`src/rtl/uart_receiver.sv`:
```
// UART receiver, 8N1, LSB first. The serial line is synchronized, the start
// bit is confirmed at its half-bit point, and every following bit is sampled
// one full bit period later, i.e. near the middle of each bit. Good bytes are
// handed over through a ready/ack pair with a sticky overrun flag. Bad stop
// bits raise a one-cycle frame error, then the receiver waits for an idle
// line before it accepts another start bit.
module uart_receiver #(
   parameter int unsigned CLKS_PER_BIT = 16
) (
   input  logic       clk,
   input  logic       rst,
   input  logic       data_in,
   input  logic       rx_ack,
   output logic [7:0] data_out,
   output logic       rx_ready,
   output logic       rx_busy,
   output logic       frame_err,
   output logic       overrun
);

   localparam int unsigned   CW       = (CLKS_PER_BIT > 1) ? $clog2(CLKS_PER_BIT) : 1;
   localparam logic [CW-1:0] LAST_CNT = CW'(CLKS_PER_BIT - 1);
   localparam logic [CW-1:0] HALF_CNT = CW'(CLKS_PER_BIT / 2 - 1);

   typedef enum logic [2:0] {
      S_IDLE      = 3'd0,
      S_START     = 3'd1,
      S_DATA      = 3'd2,
      S_STOP      = 3'd3,
      S_WAIT_IDLE = 3'd4
   } state_t;

   state_t        state_q, state_d;
   logic          sync1_q, sync2_q;
   logic          rxs;
   logic [CW-1:0] cnt_q, cnt_d;
   logic [2:0]    idx_q, idx_d;
   logic [7:0]    shift_q, shift_d;
   logic [7:0]    data_q, data_d;
   logic          ready_q, ready_d;
   logic          ferr_q, ferr_d;
   logic          ovr_q, ovr_d;
   logic          busy_q, busy_d;

   assign rxs = sync2_q;

   // Two-flop synchronizer; resets to the idle-high line level so a reset
   // release never looks like a falling edge.
   always_ff @(posedge clk or posedge rst) begin
      if (rst) begin
         sync1_q <= 1'b1;
         sync2_q <= 1'b1;
      end else begin
         sync1_q <= data_in;
         sync2_q <= sync1_q;
      end
   end

   // Next-state logic: bit timing, shifting, hand-over and error flags.
   always_comb begin
      state_d = state_q;
      cnt_d   = cnt_q;
      idx_d   = idx_q;
      shift_d = shift_q;
      data_d  = data_q;
      ready_d = ready_q;
      ferr_d  = 1'b0;
      ovr_d   = ovr_q;

      // Acknowledge only matters while a byte is pending.
      if (rx_ack && ready_q) begin
         ready_d = 1'b0;
         ovr_d   = 1'b0;
      end else begin
         ready_d = ready_q;
         ovr_d   = ovr_q;
      end

      case (state_q)
         S_IDLE: begin
            cnt_d = {CW{1'b0}};
            idx_d = 3'd0;
            if (!rxs) begin
               state_d = S_START;
            end else begin
               state_d = S_IDLE;
            end
         end
         S_START: begin
            if (cnt_q == HALF_CNT) begin
               cnt_d = {CW{1'b0}};
               if (rxs) begin
                  state_d = S_IDLE;   // glitch, not a real start bit
               end else begin
                  state_d = S_DATA;
               end
            end else begin
               cnt_d = cnt_q + CW'(1);
            end
         end
         S_DATA: begin
            if (cnt_q == LAST_CNT) begin
               cnt_d          = {CW{1'b0}};
               shift_d[idx_q] = rxs;
               if (idx_q == 3'd7) begin
                  idx_d   = 3'd0;
                  state_d = S_STOP;
               end else begin
                  idx_d = idx_q + 3'd1;
               end
            end else begin
               cnt_d = cnt_q + CW'(1);
            end
         end
         S_STOP: begin
            if (cnt_q == LAST_CNT) begin
               cnt_d = {CW{1'b0}};
               if (rxs) begin
                  data_d  = shift_q;
                  ready_d = 1'b1;
                  // Overwriting an unacknowledged byte is an overrun; a
                  // same-cycle ack means the old byte was consumed in time.
                  ovr_d   = (ready_q && !rx_ack) ? 1'b1 :
                            ((ready_q && rx_ack) ? 1'b0 : ovr_q);
                  state_d = S_IDLE;
               end else begin
                  ferr_d  = 1'b1;
                  state_d = S_WAIT_IDLE;
               end
            end else begin
               cnt_d = cnt_q + CW'(1);
            end
         end
         S_WAIT_IDLE: begin
            cnt_d = {CW{1'b0}};
            if (rxs) begin
               state_d = S_IDLE;
            end else begin
               state_d = S_WAIT_IDLE;
            end
         end
         default: begin
            state_d = S_IDLE;
            cnt_d   = {CW{1'b0}};
            idx_d   = 3'd0;
         end
      endcase

      busy_d = (state_d == S_START) || (state_d == S_DATA) || (state_d == S_STOP);
   end

   // State and output registers.
   always_ff @(posedge clk or posedge rst) begin
      if (rst) begin
         state_q <= S_IDLE;
         cnt_q   <= {CW{1'b0}};
         idx_q   <= 3'd0;
         shift_q <= 8'h00;
         data_q  <= 8'h00;
         ready_q <= 1'b0;
         ferr_q  <= 1'b0;
         ovr_q   <= 1'b0;
         busy_q  <= 1'b0;
      end else begin
         state_q <= state_d;
         cnt_q   <= cnt_d;
         idx_q   <= idx_d;
         shift_q <= shift_d;
         data_q  <= data_d;
         ready_q <= ready_d;
         ferr_q  <= ferr_d;
         ovr_q   <= ovr_d;
         busy_q  <= busy_d;
      end
   end

   assign data_out  = data_q;
   assign rx_ready  = ready_q;
   assign rx_busy   = busy_q;
   assign frame_err = ferr_q;
   assign overrun   = ovr_q;

endmodule

```
`config.mk`:
```
export PLATFORM = sky130hd
export DESIGN_NAME = uart_receiver
export DESIGN_NICKNAME = d
export VERILOG_FILES = /design/src/rtl/uart_receiver.sv
export SDC_FILE = /design/constraint.sdc
export NUM_CORES = 1
export LEC_CHECK = 0
export BUFFER_PORTS_ARGS = -buffer_cell sky130_fd_sc_hd__buf_2
export CAP_MARGIN = 0
export CORE_MARGIN = 1.5
export CORE_UTILIZATION = 51
export CTS_CLUSTER_DIAMETER = 40
export DETAILED_ROUTE_END_ITERATION = 8
export GPL_TIMING_DRIVEN = 0
export PLACE_DENSITY = 0.77
export SETUP_SLACK_MARGIN = 0.05
export SYNTH_ARGS = -nofsm -noshare
export SYNTH_HDL_FRONTEND = slang
export SYNTH_SLANG_ARGS = --single-unit
```
`constraint.sdc`:
```
create_clock -name clk -period 1.7 [get_ports clk]
set_clock_uncertainty 0.15 [all_clocks]
set_input_delay 0.17 -clock clk [delete_from_list [all_inputs] [get_ports clk]]
set_output_delay 0.17 -clock clk [all_outputs]
set_load 0.005 [all_outputs]
```
# Word-level counts from Yosys, hierarchy flattened
# Index checks and enable logic that the tools add are counted.
# Widths: inputs -> output; s select.
[op_classes]
eq_ne = 11
n_bitwise = 1
order_cmp = 2
reduce_logical = 12
addsub = 2
muxes = 29
[op_table]
columns = ["operator", "n"]
rows = [
  ["$mux 3", 7],
  ["$pmux 3 s5", 1],
  ["$mux 1", 14],
  ["$eq 3x2->1 const B", 4],
  ["$bwmux 8", 1],
  ["$mux 4", 2],
  ["$pmux 4 s2", 1],
  ["$eq 3x1->1 const B", 2],
  ["$eq 3x3->1 const B", 2],
  ["$pmux 3 s2", 1],
  ["$add 4x1->4 const B", 1],
  ["$eq 4x3->1 const B", 1],
  ["$eq 4x4->1 const B", 1],
  ["$lt 3x4->1 const B", 1],
  ["$reduce_and 2->1", 2],
  ["$add 3x1->3 const B", 1],
  ["$demux 1 s3", 1],
  ["$ge 3x1->1 const B", 1],
  ["$logic_and 1x1->1", 3],
  ["$logic_not 3->1", 1],
  ["$reduce_and 3->1", 1],
  ["$reduce_or 3->1", 1],
  ["$logic_or 1x1->1", 2],
  ["$mux 2", 1],
  ["other kinds (4)", 4],
]
[word_totals]
ff_bits = 32

# Logic depth before layout (Yosys ltp)
[depth]
word_depth = 7
mapped_depth = 5
depth_no_buf = 4

# Worst setup path after synthesis
# OpenSTA, ideal clock, no wires.
[synth_path]
path_type = "reg2reg"
start = "register cnt_q[0]"
end = "register data_q[0] (netlist: data_out[0])"
stages_incl_launch_ff = 6
arrival_time_ps = 1446
setup_ps = 125
setup_slack_ps = -21
cell_sequence = "dfrtp_1 > ha_1 > and4_4 > and3_4 > buf_12 > mux2_4"
[synth_between]
elab_chain_len = 2
[synth_rtl]
columns = ["element", "line", "rtl"]
rows = [
  ["start, declared", "36", "logic [CW-1:0] cnt_q, cnt_d;"],
  ["start signal, assigned", "156", "cnt_q <= {CW{1'b0}};"],
  ["start signal, assigned", "166", "cnt_q <= cnt_d;"],
  ["$eq 4x4->1", "116", "if (cnt_q == LAST_CNT) begin"],
  ["$reduce_and 3->1 (no source line)", "n/a", ""],
  ["end signal, assigned", "169", "data_q <= data_d;"],
  ["end, declared", "39", "logic [7:0] data_q, data_d;"],
]
# Every way passes these cells.
# A chain may end at the register's enable or synchronous reset.

# Worst setup path in the final report
[layout_path]
start = "register cnt_q[1]"
end = "register data_q[7] (netlist: data_out[7])"
# The elaborated chain is that of the path after synthesis.

==> metrics.md <==
| Metric | Value |
|---|---|
| Count of standard-cell rows | `19` |
| Max VDD drop | `934 uV` |
| Synthesized-area fraction occupied by ao, oa, aoi and oai cells | `0.0785` |
| Maximum clock frequency | `606 MHz` |
| First element of the critical path | `cnt_q[1]` |
| TritonCTS buffer count | `5` |
| Worst path top cell family by delay | `simple AND/OR/NAND/NOR gates` |
| Instance area after placement | `1610 sq um` |
| Clock slew at reported path FFs | `90 ps` |
| Startpoint types | `flip-flop` |
| Worst min-delay path category | `in2async` |
| Antenna-violating nets left | `0` |
| Routability-driven placement congestion ratio | `0.767` |
| Fraction of layout instances using a drive strength above 1 | `0.379` |
| Detail-routed net length per standard cell | `~14 um` |
| Drt initial violations | `29` |
| Type of the worst setup path | `reg2reg` |
| CTS tree | `done` |
| Post-route fraction of the period consumed by the critical path | `0.971` |
| Worst slew margin relative to its limit | `0.229` |
| Post-synthesis mux area share | `0.147` |
| Count of port buffers added during placement | `15` |
| Post-route cell area | `1720 sq um` |
| Outcome | `finished with violations` |
| Diodes inserted | `0` |
| Final-stage net count | `~150` |
| Number of cells on the critical path | `5` |
| Max Fanout on Critical Path | `8` |
| Remaining Overflow, GRT | `0` |
| Cell count after synthesis | `116` |
| Number of placed I/O pins | `16` |
| Logic depth of the worst register-to-register path | `5` |
| # clock sinks | `32` |
| Violated checks | `hold timing` |
| Pin slew with the least headroom to its limit | `around 1200 ps` |
| Area share of xor/xnor cells in the synthesized design | `0.0177` |
| Final Total Pwr | `1.89 mW` |
| Synthesized net count | `123` |
| Hold violation count in the final report | `30` |
| Horiz. Die Dim | `56.9 um` |
| Clock tree root buffer cell | `clkbuf_4` |
| Level count of the clock H-tree | `2` |
| Minimum clock period after layout | `1650 ps` |
| Initial core utilization | `0.538` |
| Total routing resource utilization after global routing | `0.176` |
| Required time reported for the critical path endpoint | `1770 ps` |
| Standby leakage power | `0.837 nW` |
| Post-Syn Area | `between 1000 and 1500 sq um` |
| Number of antenna violations at the first check in global routing | `0` |
| Clock latency on the worst-skew pair | `330 ps` |
| Final wirelength | `2420 um` |
| Endpoint of the most critical register-to-register path | `data_out[7]` |
| Arrival time reported for the critical path endpoint | `1720 ps` |
| Number of synthesized register bits | `32` |
| Simple-gate share of the synthesized area | `0.136` |
| Total die area | `3240 sq um` |
| Largest family of logic cells by synthesized area | `multiplexers` |
| Largest stage delay on the critical path | `400 ps` |
| Power density over the cells | `1100 nW/um^2` |
| Mapped Avg Cell Area | `12.8 sq um` |
| Setup repair after global routing missed its margin | `true` |
| Core region area | `around 2800 sq um` |
| Area grow syn2layout | `15.9%` |
| Overall die height | `about 57 um` |
| Maximum number of pins on one net before global-route repair | `33` |
| Remaining DRCs | `0` |
| Pins over their slew limit | `0` |
| Synth Flop Type | `dfrtp_1` |
| Max stage delay cell, worst path | `dfrtp_1` |
| Post-synthesis adder-cell area fraction | `0.0253` |
| Startpoint of the worst register-to-register path | `cnt_q[1]` |
| Proportion of synthesized chip area in sequential cells | `0.542` |
| Worst Hold Margin | `-28.1 ps` |
| Worst-case register-to-register setup slack | `50 ps` |
| Detailed Place HPWL | `around 1600 um` |
| Number of global-route vias before repair | `953` |
| Drt pass-1 iters | `4` |
| Final count of negative-setup-slack endpoints | `0` |
| Post-synth ARST share | `1.00` |
| Global-route wire length before repair | `4280 um` |
| Average vias per placed instance | `5.51` |
| Via count | `970` |
| Distinct cell type count of the synthesized netlist | `38` |
| Number of enable flip-flop cells after synthesis | `0` |
| Buffers and inverters on the worst path | `1` |
| Crit-path cells | `ha_4 -> and4_4 -> and3_4 -> buf_12 -> mux2_4` |
| Number of filler instances in the final layout | `221` |
| Bufs on Longest Clock Path | `2` |
| Number of synthesis warnings | `0` |
| Number of maximum-capacitance constraint violations | `0` |
| Element type at the critical path end | `flip-flop` |
| Timing endpoint of the critical path | `data_out[7]` |
## logic make-up after synthesis
family                   Yosys count
XOR/XNOR                           3
multiplexers                      16
AND/OR/NAND/NOR                   35
flip-flops                        32
adder cells (fa/ha/maj)            3
AO/OA/AOI/OAI                     17
buffers and inverters             10
## worst min-delay path by stage
| stage | from | to | slack (ps) | cells past startpoint |
|---|---|---|---|---|
| floorplan | data_in | sync1_q | 20 | 0 |
| global placement | data_in | sync1_q | 130 | 1 |
| detailed placement | data_in | sync1_q | 130 | 1 |
| CTS | rst | async pin | 20 | 2 |
| global route | rst | shift_q[4] | 70 | 2 |
| finish | rst | data_out[4] | -30 | 2 |
## layer usage
layer	GRT usage	wire length (um)
met4	0.110	54
met1	0.225	1120
met2	0.264	1150
met5	0	0
met3	0.0484	85
## cell type report
class,count,area (sq um),share of cell area
Buffer,6,65.1,0.0379
Clock buffer,8,48.8,0.0284
Inverter,4,15.0,0.00874
Multi-Input combinational cell,74,619,0.361
Sequential cell,32,806,0.469
Tap cell,31,38.8,0.0226
Timing Repair Buffer,21,125,0.0728
## layout by cell type (no fill, tap or decap), types with 2 or more instances in the layout
cell / count
clkbuf_4: 5
nand3_1: 7
buf_2: 15
nor2_1: 5
inv_1: 4
buf_4: 6
nand2_1: 7
dlygate4sd3_1: 2
dfrtp_2: 2
ha_1: 2
mux2_1: 3
o22ai_1: 2
xnor2_1: 2
nor2b_1: 3
a211oi_1: 2
dfrtp_1: 28
a21oi_1: 3
nand4_1: 3
mux2_4: 10
dfstp_2: 2
clkbuf_1: 4
mux2_2: 3
o21ai_0: 3
## cell usage after synthesis (all sizes together) (2+ instances only)
| cell type | count | area (sq um) |
|---|---|---|
| dfrtp | 30 | 751 |
| mux2 | 16 | 218 |
| nand2 | 7 | 26.3 |
| nand3 | 7 | 35.0 |
| nor2 | 6 | 22.5 |
| buf | 5 | 61.3 |
| inv | 4 | 15.0 |
| nand4 | 4 | 31.3 |
| a21oi | 3 | 15.0 |
| ha | 3 | 37.5 |
| nor2b | 3 | 18.8 |
| o21ai | 3 | 15.0 |
| a211oi | 2 | 15.0 |
| and3 | 2 | 18.8 |
| dfstp | 2 | 52.6 |
| nor3 | 2 | 10.0 |
| o22ai | 2 | 12.5 |
| xnor2 | 2 | 17.5 |
## state kept, by name, summed over array words and instances (netlist names), named ones only
name and flops:
rx_ready 1, rxs 1, idx_q 3, data_out 8, sync1_q 1, shift_q 8
rx_busy 1, cnt_q 4, frame_err 1, state_q 3
## repair_timing
action,CTS,global route
buffers inserted,3,1
setup endpoints to repair,14,12
pin swaps,1,1
hold buffers,2,0
resized for setup,2,3
endpoints found under the hold margin,3,0
## per-stage QoR
step | instances | setup slack [ps] | hold slack [ps] | TNS (ps) | utilization
4_1_cts | 175 | 37.1 | 17.0 | 0 | 0.619
2_1_floorplan | 116 | 54.3 | 24.5 | 0 | -
5_1_grt | 176 | 6.79 | 74.4 | 0 | 0.623
3_3_place_gp | 162 | -0.681 | 126 | -0.681 | 0.583
6_report | 176 | 49.9 | -28.1 | 0 | 0.623
3_5_place_dp | 162 | -20.8 | 128 | -132 | 0.583
## power breakdown
group | switching (mW) | total, mW | internal [mW] | leakage [nW]
clock network | 0.238 | 0.403 | 0.165 | 0.0265
logic | 0.260 | 0.528 | 0.268 | 0.392
registers | 0.0968 | 0.964 | 0.868 | 0.418
(Power assumes the default switching activity.)
